===== src/rtl/trim_frame_seq_pkg.sv =====
// Shared types and default frame geometry for the trim-filter frame sequencer.
package trim_frame_seq_pkg;

    localparam int IMG_W_DEF   = 256;
    localparam int IMG_H_DEF   = 256;
    localparam int FLT_LAT_DEF = 2;
    localparam int AW_DEF      = 16;

    typedef logic [7:0] pix_t;

    typedef enum logic [1:0] {
        ST_IDLE,
        ST_RUN,
        ST_DRAIN,
        ST_DONE
    } state_t;

endpackage


===== src/rtl/trim_frame_seq_valid_pipe.sv =====
// Valid-bit delay line that follows each issued read address through the
// memory read, the P register and the filter. Stage 0 marks rd_data as
// valid, stage 1 marks P as valid, and the last stage is the write strobe.
module trim_valid_pipe #(
    parameter int DEPTH = 4
) (
    input  logic clk,
    input  logic rst,
    input  logic clr,
    input  logic din,
    output logic q_rd,
    output logic q_pix,
    output logic q_wr
);

    logic [DEPTH-1:0] taps;

    // Shift the valid bits one stage per cycle; clr flushes pixels still in flight.
    always_ff @(posedge clk or posedge rst) begin
        if (rst) begin
            taps <= '0;
        end else if (clr) begin
            taps <= '0;
        end else begin
            taps <= {taps[DEPTH-2:0], din};
        end
    end

    assign q_rd  = taps[0];
    assign q_pix = taps[1];
    assign q_wr  = taps[DEPTH-1];

endmodule


===== src/rtl/trim_frame_seq.sv =====
// Frame sequencer: streams one frame from source memory through the trimmed
// filter and writes the results back, with abort and back-to-back starts.
//
// state    | meaning
// ---------+----------------------------------------------------------
// ST_IDLE  | waiting for start; counters held at 0
// ST_RUN   | issuing read addresses 0..N-1, one per cycle
// ST_DRAIN | all reads issued; waiting for the write of pixel N-1
// ST_DONE  | one-cycle done pulse, then back to idle
module trim_frame_seq
    import trim_frame_seq_pkg::*;
#(
    parameter int IMG_W   = IMG_W_DEF,
    parameter int IMG_H   = IMG_H_DEF,
    parameter int FLT_LAT = FLT_LAT_DEF,
    parameter int AW      = AW_DEF
) (
    input  logic          clk,
    input  logic          rst,
    input  logic          start,
    input  logic          abort,
    output logic [AW-1:0] rd_addr,
    input  logic [7:0]    rd_data,
    output logic [7:0]    P,
    output logic          p_valid,
    input  logic [7:0]    flt_out,
    output logic          wr_en,
    output logic [AW-1:0] wr_addr,
    output logic [7:0]    wr_data,
    output logic          busy,
    output logic          done
);

    localparam int          N    = IMG_W * IMG_H;
    localparam int          D    = 2 + FLT_LAT;
    localparam logic [AW-1:0] LAST = AW'(N - 1);

    state_t state, state_nx;
    pix_t   pix_q;
    logic   issue;
    logic   kill;
    logic   rd_ok;

    assign issue = (state == ST_RUN);
    assign kill  = abort && ((state == ST_RUN) || (state == ST_DRAIN));

    trim_valid_pipe #(
        .DEPTH (D)
    ) u_vpipe (
        .clk   (clk),
        .rst   (rst),
        .clr   (kill),
        .din   (issue),
        .q_rd  (rd_ok),
        .q_pix (p_valid),
        .q_wr  (wr_en)
    );

    // State register.
    always_ff @(posedge clk or posedge rst) begin
        if (rst) state <= ST_IDLE;
        else     state <= state_nx;
    end

    // Next-state decode and state-derived status outputs.
    always_comb begin
        state_nx = state;
        busy     = 1'b0;
        done     = 1'b0;
        case (state)
            ST_IDLE: begin
                if (start && !abort) state_nx = ST_RUN;
            end
            ST_RUN: begin
                busy = 1'b1;
                if (abort)                 state_nx = ST_DONE;
                else if (rd_addr == LAST)  state_nx = ST_DRAIN;
            end
            ST_DRAIN: begin
                busy = 1'b1;
                if (abort || (wr_en && wr_addr == LAST)) state_nx = ST_DONE;
            end
            ST_DONE: begin
                done     = 1'b1;
                state_nx = ST_IDLE;
            end
            default: state_nx = ST_IDLE;
        endcase
    end

    // Read address: counts through the frame in RUN, saturating at the last pixel.
    always_ff @(posedge clk or posedge rst) begin
        if (rst) begin
            rd_addr <= '0;
        end else begin
            case (state)
                ST_RUN:   if (rd_addr != LAST) rd_addr <= rd_addr + 1'b1;
                ST_DRAIN: rd_addr <= rd_addr;
                default:  rd_addr <= '0;
            endcase
        end
    end

    // Write address: independent counter stepped only by completed writes.
    always_ff @(posedge clk or posedge rst) begin
        if (rst) begin
            wr_addr <= '0;
        end else if ((state == ST_IDLE) || (state == ST_DONE)) begin
            wr_addr <= '0;
        end else if (wr_en && (wr_addr != LAST)) begin
            wr_addr <= wr_addr + 1'b1;
        end
    end

    // Capture the source pixel one cycle after its read; hold otherwise.
    always_ff @(posedge clk or posedge rst) begin
        if (rst)        pix_q <= '0;
        else if (rd_ok) pix_q <= rd_data;
    end

    assign P       = pix_q;
    assign wr_data = wr_en ? flt_out : 8'h00;

endmodule


===== config.mk =====
export PLATFORM = sky130hd
export DESIGN_NAME = trim_frame_seq
export DESIGN_NICKNAME = d
export VERILOG_FILES = /design/src/rtl/trim_frame_seq_pkg.sv /design/src/rtl/trim_frame_seq_valid_pipe.sv /design/src/rtl/trim_frame_seq.sv
export SDC_FILE = /design/constraint.sdc
export NUM_CORES = 1
export LEC_CHECK = 0
export ABC_AREA = 1
export BUFFER_PORTS_ARGS = -buffer_cell sky130_fd_sc_hd__buf_2
export CAP_MARGIN = 20
export CORE_MARGIN = 3
export CORE_UTILIZATION = 48
export DETAILED_ROUTE_END_ITERATION = 8
export GPL_ROUTABILITY_DRIVEN = 0
export PLACE_DENSITY = 0.83
export SKIP_CTS_REPAIR_TIMING = 1
export SYNTH_ARGS = -nofsm -noshare
export SYNTH_HDL_FRONTEND = slang
export SYNTH_SLANG_ARGS = --single-unit

===== constraint.sdc =====
create_clock -name clk -period 1.7 [get_ports clk]
set_clock_uncertainty 0.1 [all_clocks]
set_input_delay 0.34 -clock clk [delete_from_list [all_inputs] [get_ports clk]]
set_output_delay 0.34 -clock clk [all_outputs]
set_load 0.01 [all_outputs]

==> Implementation_results.wiki, run 1 <==
{| class="wikitable"
! Metric !! Value
|-
| Number of placement rows || 26
|-
| Final hold vios || 0
|-
| Cell taking the most area after synthesis || sky130_fd_sc_hd__dfrtp_1
|-
| Syn Area/Cell || 7.37 um^2
|-
| Total I/O pin count || 72
|-
| Crit end category || flip-flop
|-
| Simple-gate share of the synthesized area || 35.1%
|-
| Distinct cell type count of the synthesized netlist || 32
|-
| Area of the mapped netlist || 0.00272 mm^2
|-
| Total wire length || 8000 um
|-
| Effective utilization at floorplan || 51.3%
|-
| Clock tree from TritonCTS || yes
|-
| Setup crit start kind || flip-flop
|-
| Number of cells on the critical path || 8
|-
| Cts bufs inserted || 5
|-
| Clock slew at the register clock pins of the worst setup and hold paths || 0.10 ns
|-
| Cell Chain, Critical Path || ha_4 > nand2_4 > nor2_4 > nand2_4 > o21a_4 > nor2_8 > nand2_1 > o31ai_1
|-
| Total die area || 0.00661 mm^2
|-
| Met2 Track Usage GR || 37.9%
|-
| Vias per std cell || 5.55
|-
| Antenna violations before repair || 0
|-
| Final setup vio count || 0
|-
| CP Data Required Time || 1.78 ns
|-
| Critical path type || reg -> reg
|-
| First-pass GRT wire length || 11800 um
|-
| DRC violation count after routing || 0
|-
| Class of the tightest hold or removal check || in -> reg
|-
| Part of the cycle the worst path needs || 98.4%
|-
| Mux share of post-synthesis cell area || 0%
|-
| Leading cell type by number of instances after synthesis || sky130_fd_sc_hd__nand2_1
|-
| RSZ-0062 raised after global routing || true
|-
| Maximum number of pins on one net before global-route repair || 36
|-
| Pwr per Cell Area || 1180 mW/mm^2
|-
| Wire length per cell || 14.7 um
|-
| Tightest Pin Transition || 0.341 ns
|-
| Met3 demand-to-capacity share in global routing || 3.66%
|-
| Routed via count || 3020
|-
| Core area || 0.00530 mm^2
|-
| Root Buffer || sky130_fd_sc_hd__clkbuf_8
|-
| Diodes inserted || 0
|-
| Final #Nets || 500
|-
| Number of flops mapped to enable cells by yosys || 0
|-
| Drt initial violations || 315
|-
| Dominant register cell in the synthesized netlist || sky130_fd_sc_hd__dfrtp_1
|-
| Post-layout utilization of the core || 68.6%
|-
| Minimum period implied by the final worst setup slack || 1.67 ns
|-
| Remaining number of nets flagged by the antenna check after routing || 0
|-
| Yosys warning total || 0
|-
| Critical Path Slowest Stage Cell || sky130_fd_sc_hd__dfrtp_1
|-
| Cells after synthesis || 369
|-
| Max-slew violations || 0
|-
| Mapped Nets || 396
|-
| WP data arrival || 1.75 ns
|-
| Final standard cell count with taps included and fillers excluded || 544
|-
| Compound-cell area share of the yosys netlist || 9.70%
|-
| Layer with the highest usage || met2
|-
| Seq cells post-synth || 46
|-
| First-pass iteration count of the detailed router || 7
|-
| Area share of the largest cell type after synthesis || 42.3%
|-
| Slowest cell delay on critical path || 0.41 ns
|-
| Via count of the first global-routing pass || 2662
|-
| Layout cell share with drive strength beyond 1 || 32.7%
|-
| Maximum resistive drop on vdd || 0.000841 V
|-
| Dpl hpwl || 5350 um
|-
| Leading post-synthesis cells by instance count || 123 x sky130_fd_sc_hd__nand2_1, 46 x sky130_fd_sc_hd__dfrtp_1, 39 x sky130_fd_sc_hd__nor2_1
|-
| Total instance count after detailed placement || 520
|-
| Adder-cell area share of the yosys netlist || 3.22%
|-
| Critical Path Sink || wr_addr[3]$_DFFE_PP0P_
|-
| Setup crit start || wr_addr[0]$_DFFE_PP0P_
|-
| Flop-to-flop setup slack || 0.03 ns
|-
| Maximum number of buffers from clock root to sink || 2
|-
| Reg2Reg Depth || 8
|-
| Fraction of synthesis flops using an asynchronous set or reset pin || 100%
|-
| Peak fanout along the critical path || 7
|-
| Worst slew slack as a fraction of its limit || 77.2%
|-
| Dominant combinational cell family by area after synthesis || simple AND/OR/NAND/NOR gates
|-
| DIE WIDTH || 81.3 um
|-
| Global-route usage over all layers || 22.5%
|-
| CTS sink count || 46
|-
| Xor/xnor share of the synthesized area || 2.57%
|-
| CP top delay family || simple AND/OR/NAND/NOR gates
|-
| CP Buf/Inv Count || 0
|-
| Upper clock frequency limit || 598 MHz
|-
| Total overflow reported by the global router || 0
|-
| Leakage power || 1.92 nW
|-
| RR Endpoint || wr_addr[3]$_DFFE_PP0P_
|-
| Die extent in y || 81.3 um
|-
| Post-synthesis to final-layout area growth || 33.6%
|-
| Overall power after layout || 0.00429 W
|-
| Critical Path Most Common Cell || sky130_fd_sc_hd__nand2_4
|-
| H-tree Lvls || 2
|-
| # Max-Cap Violations || 0
|-
| Status || complete, no violations
|-
| Sequential cell area fraction in the yosys report || 42.3%
|-
| Ranking of synthesized cells by area || sky130_fd_sc_hd__dfrtp_1 42%, sky130_fd_sc_hd__nand2_1 17%, sky130_fd_sc_hd__nor2_1 5.4%, sky130_fd_sc_hd__nand3_1 5.3%, sky130_fd_sc_hd__inv_1 4.8%
|-
| Buffers on Ports || 71
|-
| R2r startpoint || wr_addr[0]$_DFFE_PP0P_
|-
| Clock insertion delay at the later pin of the skew report || 0.30 ns
|-
| Met1 routing resource usage after global routing || 29.4%
|}
-- worst min path at each step --
| stage | endpoint | start | slack (ns) | cells past startpoint |
|---|---|---|---|---|
| global placement | wr_addr[0]$_DFFE_PP0P_ | rst | 0.18 | 2 |
| CTS | P[7]$_DFFE_PP0P_ | rst | -0.14 | 2 |
| detailed placement | wr_addr[0]$_DFFE_PP0P_ | rst | 0.19 | 2 |
| floorplan | u_vpipe.taps[0]$_DFF_PP0_ | abort | 0.33 | 1 |
| global route | P[2]$_DFFE_PP0P_ | rd_data[2] | 0.13 | 3 |
| finish | P[7]$_DFFE_PP0P_ | rd_data[7] | 0.13 | 3 |
-- stage by stage --
| stage | instance area, um^2 | setup TNS, ns | worst slack [ns] | hold slack (ns) |
|---|---|---|---|---|
| after floorplan | 2740 | 0 | 0.00574 | 0.331 |
| final | 3640 | 0 | 0.0274 | 0.129 |
| after CTS | 3390 | -0.162 | -0.116 | -0.139 |
| after global routing | 3640 | -0.198 | -0.0430 | 0.134 |
| after detailed placement | 3280 | -0.0252 | -0.0252 | 0.187 |
| after global placement | 3280 | 0 | 0.0873 | 0.182 |
-- per-layer routing --
metal  routed length, um  part of all wire (%)
met1                3240                    40
met2                3950                    49
met3                 669                   8.4
met4                 150                   1.9
met5                   0                     0
-- cell usage in the layout, fill, tap and decap left out, types with 6 or more instances in the layout --
cell type / count
sky130_fd_sc_hd__inv_2: 6
sky130_fd_sc_hd__buf_4: 25
sky130_fd_sc_hd__o21ai_1: 14
sky130_fd_sc_hd__nand3_1: 28
sky130_fd_sc_hd__buf_2: 71
sky130_fd_sc_hd__inv_1: 30
sky130_fd_sc_hd__a21oi_1: 6
sky130_fd_sc_hd__nand2_1: 119
sky130_fd_sc_hd__nand4_1: 13
sky130_fd_sc_hd__dfrtp_2: 6
sky130_fd_sc_hd__nor2_1: 37
sky130_fd_sc_hd__xor2_1: 8
sky130_fd_sc_hd__dfrtp_1: 40
-- cells by family after synthesis --
logic type / count (synthesis)
adder cells (fa/ha/maj): 7
AND/OR/NAND/NOR: 219
XOR/XNOR: 8
buffers and inverters: 47
AO/OA/AOI/OAI: 42
flip-flops: 46
-- worst min-delay path, delay by kind of cell --
family,cells,cell delay (ns)
simple gates,2,0.09
buf+inv,1,0.07
-- registers in the layout (all words and copies together) (netlist names) --
signal        count
rd_addr          16
wr_addr          16
P                 8
u_vpipe.taps      4
state             2
-- where the power goes --
part	leakage [nW]	switching (W)	total, W	internal (W)
Sequential	0.613	0.000181	0.00146	0.00128
Clock	0.0514	0.000394	0.000833	0.000439
Combinational	1.25	0.00126	0.00200	0.000739
Total	1.92	0.00183	0.00429	0.00246
-- area by class of cell --
class	count	area [um^2]
multi-input combinational	277	1500
clock inverter	2	37.5
inverter	40	160
timing repair buffer	101	607
sequential	46	1160
tap	70	87.6
fill	406	1670
clock buffer	6	72.6
timing repair inverter	2	17.5
Power figures use the tool's default switching activity.
==> run 2, diff against run 1 <==
- CAP_MARGIN: 20 -> not set
- CELL_PAD_IN_SITES_DETAIL_PLACEMENT: not set -> 0
- CELL_PAD_IN_SITES_GLOBAL_PLACEMENT: not set -> 2
- CORE_UTILIZATION: 48 -> 26
- PLACE_DENSITY: 0.83 -> 0.81
==> run 2 against run 1 <==
Effect of this change: flip-flop and latch count stayed put; largest power group unchanged; register-to-register slack better by 0.05 ns; maximum frequency is 1.8% higher; hold slack worse by 0.0014 ns.
==> Implementation_results.wiki, run 2 (synthesized netlist as in run 1, its figures left out) <==
{| class="wikitable"
! Metric !! Value
|-
| Critical Path Slowest Stage Cell || sky130_fd_sc_hd__dfrtp_1
|-
| R2r startpoint || rd_addr[0]$_DFFE_PP0P_
|-
| Peak fanout along the critical path || 4
|-
| First-pass GRT wire length || 12400 um
|-
| Total die area || 0.0117 mm^2
|-
| Number of cells on the critical path || 3
|-
| Wire length per cell || 12.8 um
|-
| Slack of the critical path || 0.0567 ns
|-
| CP Data Required Time || 1.26 ns
|-
| Cts bufs inserted || 5
|-
| Most frequent cells in the layout || 121 x sky130_fd_sc_hd__nand2_1, 71 x sky130_fd_sc_hd__buf_2, 42 x sky130_fd_sc_hd__dfrtp_1, 36 x sky130_fd_sc_hd__nor2_1, 32 x sky130_fd_sc_hd__inv_1
|-
| CP Buf/Inv Count || 2
|-
| Clock slew at the register clock pins of the worst setup and hold paths || 0.11 ns
|-
| Core area || 0.00995 mm^2
|-
| Reg2Reg Depth || 9
|-
| Register area || 0.00116 mm^2
|-
| Pwr per Cell Area || 1120 mW/mm^2
|-
| Tightest Pin Transition || 0.341 ns
|-
| Critical Path Sink || busy
|-
| Class of the tightest hold or removal check || in -> reg
|-
| Final setup vio count || 0
|-
| WP data arrival || 1.20 ns
|-
| Effective utilization at floorplan || 27.3%
|-
| Total I/O pin count || 72
|-
| Setup crit start || state[0]$_DFFE_PP0P_
|-
| Upper clock frequency limit || 609 MHz
|-
| Maximum resistive drop on vdd || 0.000421 V
|-
| Maximum number of buffers from clock root to sink || 2
|-
| Worst slew slack as a fraction of its limit || 77.3%
|-
| RSZ-0062 raised after global routing || true
|-
| Die extent in y || 108 um
|-
| # Max-Cap Violations || 0
|-
| Post-layout utilization of the core || 36.7%
|-
| Final hold vios || 0
|-
| Clock insertion delay at the later pin of the skew report || 0.31 ns
|-
| Fill cell total of the finished layout || 1057
|-
| Drt initial violations || 124
|-
| Crit end category || output port
|-
| Final standard cell count with taps included and fillers excluded || 607
|-
| Cell Chain, Critical Path || inv_2 > ha_4 > buf_2
|-
| Critical path type || reg -> out
|-
| Worst slack at placement || -0.000554 ns
|-
| Clock tree from TritonCTS || yes
|-
| Leakage power || 1.88 nW
|-
| CTS sink count || 46
|-
| Minimum period implied by the final worst setup slack || 1.64 ns
|-
| Max-slew violations || 0
|-
| DRC violation count after routing || 0
|-
| Slowest cell delay on critical path || 0.42 ns
|-
| Status || complete, no violations
|-
| Buffers on Ports || 71
|-
| H-tree Lvls || 2
|-
| Setup crit start kind || flip-flop
|-
| Total overflow reported by the global router || 0
|-
| RR Endpoint || rd_addr[1]$_DFFE_PP0P_
|-
| Routed via count || 2761
|-
| Root Buffer || sky130_fd_sc_hd__clkbuf_8
|-
| Dpl hpwl || 5710 um
|-
| Diodes inserted || 0
|-
| Area of the multi-input gates || 0.00145 mm^2
|-
| Global-route usage over all layers || 13.2%
|-
| Number of placement rows || 36
|-
| Vias per std cell || 4.55
|-
| Part of the cycle the worst path needs || 96.7%
|-
| Total instance count after detailed placement || 594
|-
| Via count of the first global-routing pass || 2527
|-
| CP top delay family || flip-flops
|-
| Final #Nets || 500
|-
| Remaining number of nets flagged by the antenna check after routing || 0
|-
| DIE WIDTH || 108 um
|-
| First-pass iteration count of the detailed router || 4
|-
| Most common library cell in the layout ignoring fill and taps || sky130_fd_sc_hd__nand2_1
|-
| Total wire length || 7780 um
|-
| Maximum number of pins on one net before global-route repair || 47
|-
| Post-synthesis to final-layout area growth || 34.3%
|-
| Flop-to-flop setup slack || 0.08 ns
|-
| Hold wc startpoint || rd_data[6]
|-
| Setup TNS || 0 ns
|-
| Layout cell share with drive strength beyond 1 || 31.0%
|-
| Antenna violations before repair || 0
|}
run 2: cell types whose count changed in the layout (fill, tap and decap cells not counted), moves of 3 or more:
cell                      before  now
sky130_fd_sc_hd__buf_6         3    0
sky130_fd_sc_hd__inv_4         3    0
sky130_fd_sc_hd__o21ai_2       4    0
sky130_fd_sc_hd__o21ai_1      14   17
sky130_fd_sc_hd__buf_4        25   30
run 2: how the worst min path moves through the flow:
stage	cells past startpoint	to
floorplan	1	u_vpipe.taps[0]$_DFF_PP0_
global placement	3	P[0]$_DFFE_PP0P_
detailed placement	3	P[4]$_DFFE_PP0P_
CTS	3	wr_addr[1]$_DFFE_PP0P_
global route	3	P[7]$_DFFE_PP0P_
finish	3	P[6]$_DFFE_PP0P_
run 2: where the power goes:
| group | internal (W) | switching (W) |
|---|---|---|
| clock | 0.000442 | 0.000413 |
| sequential | 0.00128 | 0.000162 |
| combinational | 0.000657 | 0.00115 |
| total | 0.00238 | 0.00173 |
run 2: worst register-to-register path, stage by stage, from the launching register on:
cell	delay (ns)
sky130_fd_sc_hd__dfrtp_2	0.44
sky130_fd_sc_hd__ha_4	0.19
sky130_fd_sc_hd__nand3_2	0.11
sky130_fd_sc_hd__inv_2	0.07
sky130_fd_sc_hd__nand2_2	0.10
sky130_fd_sc_hd__nor2_4	0.06
sky130_fd_sc_hd__a21oi_4	0.19
sky130_fd_sc_hd__buf_4	0.19
sky130_fd_sc_hd__nand3_1	0.08
sky130_fd_sc_hd__nand2_1	0.06
run 2: final cells by class:
| class | count | area share, % |
|---|---|---|
| Timing Repair Buffer | 103 | 16.7 |
| Clock buffer | 5 | 1.88 |
| Clock inverter | 3 | 1.20 |
| Sequential cell | 46 | 31.6 |
| Inverter | 40 | 4.25 |
| Multi-Input combinational cell | 277 | 39.8 |
| Tap cell | 133 | 4.55 |
run 2: metal layers:
layer | up-vias | share of wire (%) | global-route usage, % | wire length, um
li1 | 1395 | - | - | -
met5 | - | 0 | 0 | 0
met4 | 0 | 0.86 | 2.89 | 67
met2 | 69 | 45 | 22.2 | 3510
met1 | 1291 | 48 | 17.8 | 3760
met3 | 6 | 5.6 | 2.39 | 437
run 2: through the flow:
stage	cell area (um^2)	hold WS, ns	power, W
final	3650	0.127	0.00411
after floorplan	2740	0.331	0.00255
after detailed placement	3440	0.306	0.00318
after CTS	3550	-0.0338	0.00405
after global routing	3650	0.139	0.00447
after global placement	3440	0.303	0.00316
==> run 3, diff against run 2 <==
- ABC_AREA: 1 -> not set
- CORE_UTILIZATION: 26 -> 28
- GPL_ROUTABILITY_DRIVEN: 0 -> not set
- SLEW_MARGIN: not set -> 30
==> run 3 against run 2 <==
Effect of this change: the flow now finishes with violations (negative setup slack); synthesized area fell by 7.4%; setup slack got worse by 0.20 ns; design area up 5.9%; combinational power up 14%; sequential share of layout area is 1.7 points lower; first-iteration DRC count down 50%.
==> Implementation_results.wiki, run 3 <==
{| class="wikitable"
! Metric !! Value
|-
| Status || finished, violations left
|-
| Violations in the final reports || negative setup slack
|-
| Maximum number of buffers from clock root to sink || 2
|-
| Final #Nets || 423
|-
| First-pass iteration count of the detailed router || 4
|-
| Class of the tightest hold or removal check || in -> reg
|-
| Power dissipated by switching net loads || 0.00164 W
|-
| Switching fraction of total power || 39.1%
|-
| Critical path type || reg -> reg
|-
| Clock tree from TritonCTS || yes
|-
| Final setup vio count || 7
|-
| CP Buf/Inv Count || 0
|-
| Critical Path Slowest Stage Cell || sky130_fd_sc_hd__dfrtp_1
|-
| Routed via count || 2458
|-
| Number of flops mapped to enable cells by yosys || 0
|-
| Leading cell type by number of instances after synthesis || sky130_fd_sc_hd__dfrtp_1
|-
| Yosys warning total || 0
|-
| Most common library cell in the layout ignoring fill and taps || sky130_fd_sc_hd__buf_2
|-
| Distinct cell type count of the synthesized netlist || 45
|-
| Wire length per cell || 14.1 um
|-
| Layout cell share with drive strength beyond 1 || 52.9%
|-
| Placement-stage cell area || 0.00347 mm^2
|-
| Diodes inserted || 0
|-
| Cts bufs inserted || 5
|-
| Total wire length || 7080 um
|-
| Seq cells post-synth || 46
|-
| Slowest cell delay on critical path || 0.39 ns
|-
| Total overflow reported by the global router || 0
|-
| Leakage power || 1.90 nW
|-
| WP data arrival || 1.98 ns
|-
| Root Buffer || sky130_fd_sc_hd__clkbuf_8
|-
| Leading post-synthesis cells by instance count || 46 x sky130_fd_sc_hd__dfrtp_1, 24 x sky130_fd_sc_hd__nand2_1, 21 x sky130_fd_sc_hd__nor2_1
|-
| DRC violation count after routing || 0
|-
| RSZ-0062 raised after global routing || true
|-
| Total die area || 0.0102 mm^2
|-
| Most frequent cells in the layout || 71 x sky130_fd_sc_hd__buf_2, 62 x sky130_fd_sc_hd__buf_4, 41 x sky130_fd_sc_hd__dfrtp_1, 21 x sky130_fd_sc_hd__nand2_1, 17 x sky130_fd_sc_hd__nor2_1
|-
| H-tree Lvls || 2
|-
| Maximum number of pins on one net before global-route repair || 47
|-
| Ranking of synthesized cells by area || sky130_fd_sc_hd__dfrtp_1 46%, sky130_fd_sc_hd__xnor2_1 3.8%, sky130_fd_sc_hd__mux2_2 3.6%, sky130_fd_sc_hd__nand2_1 3.6%, sky130_fd_sc_hd__ha_1 3.5%
|-
| Final hold vios || 0
|-
| Internal power || 0.00256 W
|-
| Number of placement rows || 33
|-
| CP Data Required Time || 1.83 ns
|-
| Via count of the first global-routing pass || 2467
|-
| Dominant register cell in the synthesized netlist || sky130_fd_sc_hd__dfrtp_1
|-
| Cell taking the most area after synthesis || sky130_fd_sc_hd__dfrtp_1
|-
| Cell Chain, Critical Path || ha_4 > nand4_4 > or3_4 > o311ai_4 > and3_4 > mux2i_1
|-
| Share of total power in combinational logic || 49.1%
|-
| Worst slew slack as a fraction of its limit || 76.2%
|-
| Antenna violations before repair || 0
|-
| CP top delay family || simple AND/OR/NAND/NOR gates
|-
| Crit end category || flip-flop
|-
| Global-route usage over all layers || 14.2%
|-
| Fraction of synthesis flops using an asynchronous set or reset pin || 100%
|-
| Maximum resistive drop on vdd || 0.000701 V
|-
| Clock slew at the register clock pins of the worst setup and hold paths || 0.10 ns
|-
| Vias per std cell || 4.90
|-
| Dpl hpwl || 5140 um
|-
| Power share of the clock group || 17.1%
|-
| Remaining number of nets flagged by the antenna check after routing || 0
|-
| Clock insertion delay at the later pin of the skew report || 0.30 ns
|-
| Buffers on Ports || 71
|-
| # Max-Cap Violations || 0
|-
| Mapped Nets || 281
|-
| Post-synthesis to final-layout area growth || 53.4%
|-
| Upper clock frequency limit || 542 MHz
|-
| Post-layout utilization of the core || 45.7%
|-
| Pwr per Cell Area || 1090 mW/mm^2
|-
| Setup crit start kind || flip-flop
|-
| Sequential cell area fraction in the yosys report || 45.7%
|-
| CTS sink count || 46
|-
| Max-slew violations || 0
|-
| Area of the mapped netlist || 0.00252 mm^2
|-
| Cells after synthesis || 254
|-
| Minimum period implied by the final worst setup slack || 1.85 ns
|-
| Total I/O pin count || 72
|-
| Final weighted congestion of routability-driven global placement || 0.764
|-
| Area share of the largest cell type after synthesis || 45.7%
|-
| Drt initial violations || 62
|-
| Die extent in y || 101 um
|-
| Flop pwr share || 33.8%
|-
| First-pass GRT wire length || 11700 um
|-
| Core area || 0.00846 mm^2
|-
| Part of the cycle the worst path needs || 109%
|-
| Syn Area/Cell || 9.93 um^2
|-
| DIE WIDTH || 101 um
|-
| Tightest Pin Transition || 0.357 ns
|-
| Post-route standard cell area excluding fillers || 0.00387 mm^2
|-
| Slack of the critical path || -0.146 ns
|-
| Peak fanout along the critical path || 3
|-
| Effective utilization at floorplan || 29.8%
|}
[run 3: changes by cell type after synthesis, sizes merged, moves of 9 or more]
cell   change
nand2    -101
o21ai      -9
xnor2     +11
and2      +12
nor2      -22
inv       -27
nand3     -17
[run 3: final timing paths]
path                                           start                   endpoint  slack (ns)  cells past startpoint
setup / recovery              wr_addr[1]$_DFFE_PP0P_       state[1]$_DFFE_PP0P_       -0.15                      6
hold / removal                            rd_data[6]           P[6]$_DFFE_PP0P_        0.16                      2
setup reg to reg              wr_addr[1]$_DFFE_PP0P_       state[1]$_DFFE_PP0P_       -0.15                      6
hold reg to reg            u_vpipe.taps[2]$_DFF_PP0_  u_vpipe.taps[3]$_DFF_PP0_        0.36                      1
max in group asynchronous                        rst     wr_addr[7]$_DFFE_PP0P_        0.76                      4
min in group asynchronous                        rst           P[3]$_DFFE_PP0P_        0.51                      4
[run 3: stage by stage]
step / setup WS [ns] / hold slack, ns / total power, W / cells / setup TNS [ns]
2_1_floorplan: -0.228 / 0.328 / 0.00243 / 254 / -1.27
3_3_place_gp: -0.0948 / 0.302 / 0.00321 / 476 / -0.553
3_5_place_dp: -0.174 / 0.306 / 0.00325 / 476 / -1.36
4_1_cts: -0.248 / -0.0444 / 0.00399 / 484 / -2.10
5_1_grt: -0.247 / 0.149 / 0.00453 / 502 / -2.20
6_report: -0.146 / 0.156 / 0.00420 / 502 / -0.505
[run 3: power groups by stage]
stage	logic [W]	clock network, W	registers (W)
after detailed placement	0.00181	0	0.00144
after global placement	0.00178	0	0.00143
final	0.00206	0.000719	0.00142
after CTS	0.00182	0.000757	0.00142
after floorplan	0.000937	0	0.00149
after global routing	0.00228	0.000803	0.00145
[run 3: kinds of logic after synthesis]
logic type	synth area share, %
simple gates	26.8
xor+xnor	3.82
mux	5.16
flops	45.7
compound gates	11.9
fa+ha+maj	3.47
buf+inv	3.23
[run 3: worst reg2reg max path, cell delays in order, from the launching register on]
cell	delay, ns
sky130_fd_sc_hd__dfrtp_1	0.39
sky130_fd_sc_hd__ha_4	0.16
sky130_fd_sc_hd__nand4_4	0.07
sky130_fd_sc_hd__or3_4	0.39
sky130_fd_sc_hd__o311ai_4	0.23
sky130_fd_sc_hd__and3_4	0.24
sky130_fd_sc_hd__mux2i_1	0.19
[run 3: final cells by class]
cell class              instances  area (um^2)
clock buffers                   5         68.8
clock inverters                 3         25.0
fillers                       831         4600
inverters                      13         53.8
multi-input cells             187         1480
flip-flops and latches         46         1160
well taps                     105          131
repair buffers                143          950
[run 3: per-layer routing]
metal / global-route usage (%) / share of wire [%] / vias up
met5: 0 / 0 / -
met1: 18.4 / 45 / 1189
met3: 3.67 / 6.4 / 6
met2: 24.2 / 48 / 68
li1: - / - / 1195
met4: 2.45 / 0.78 / 0
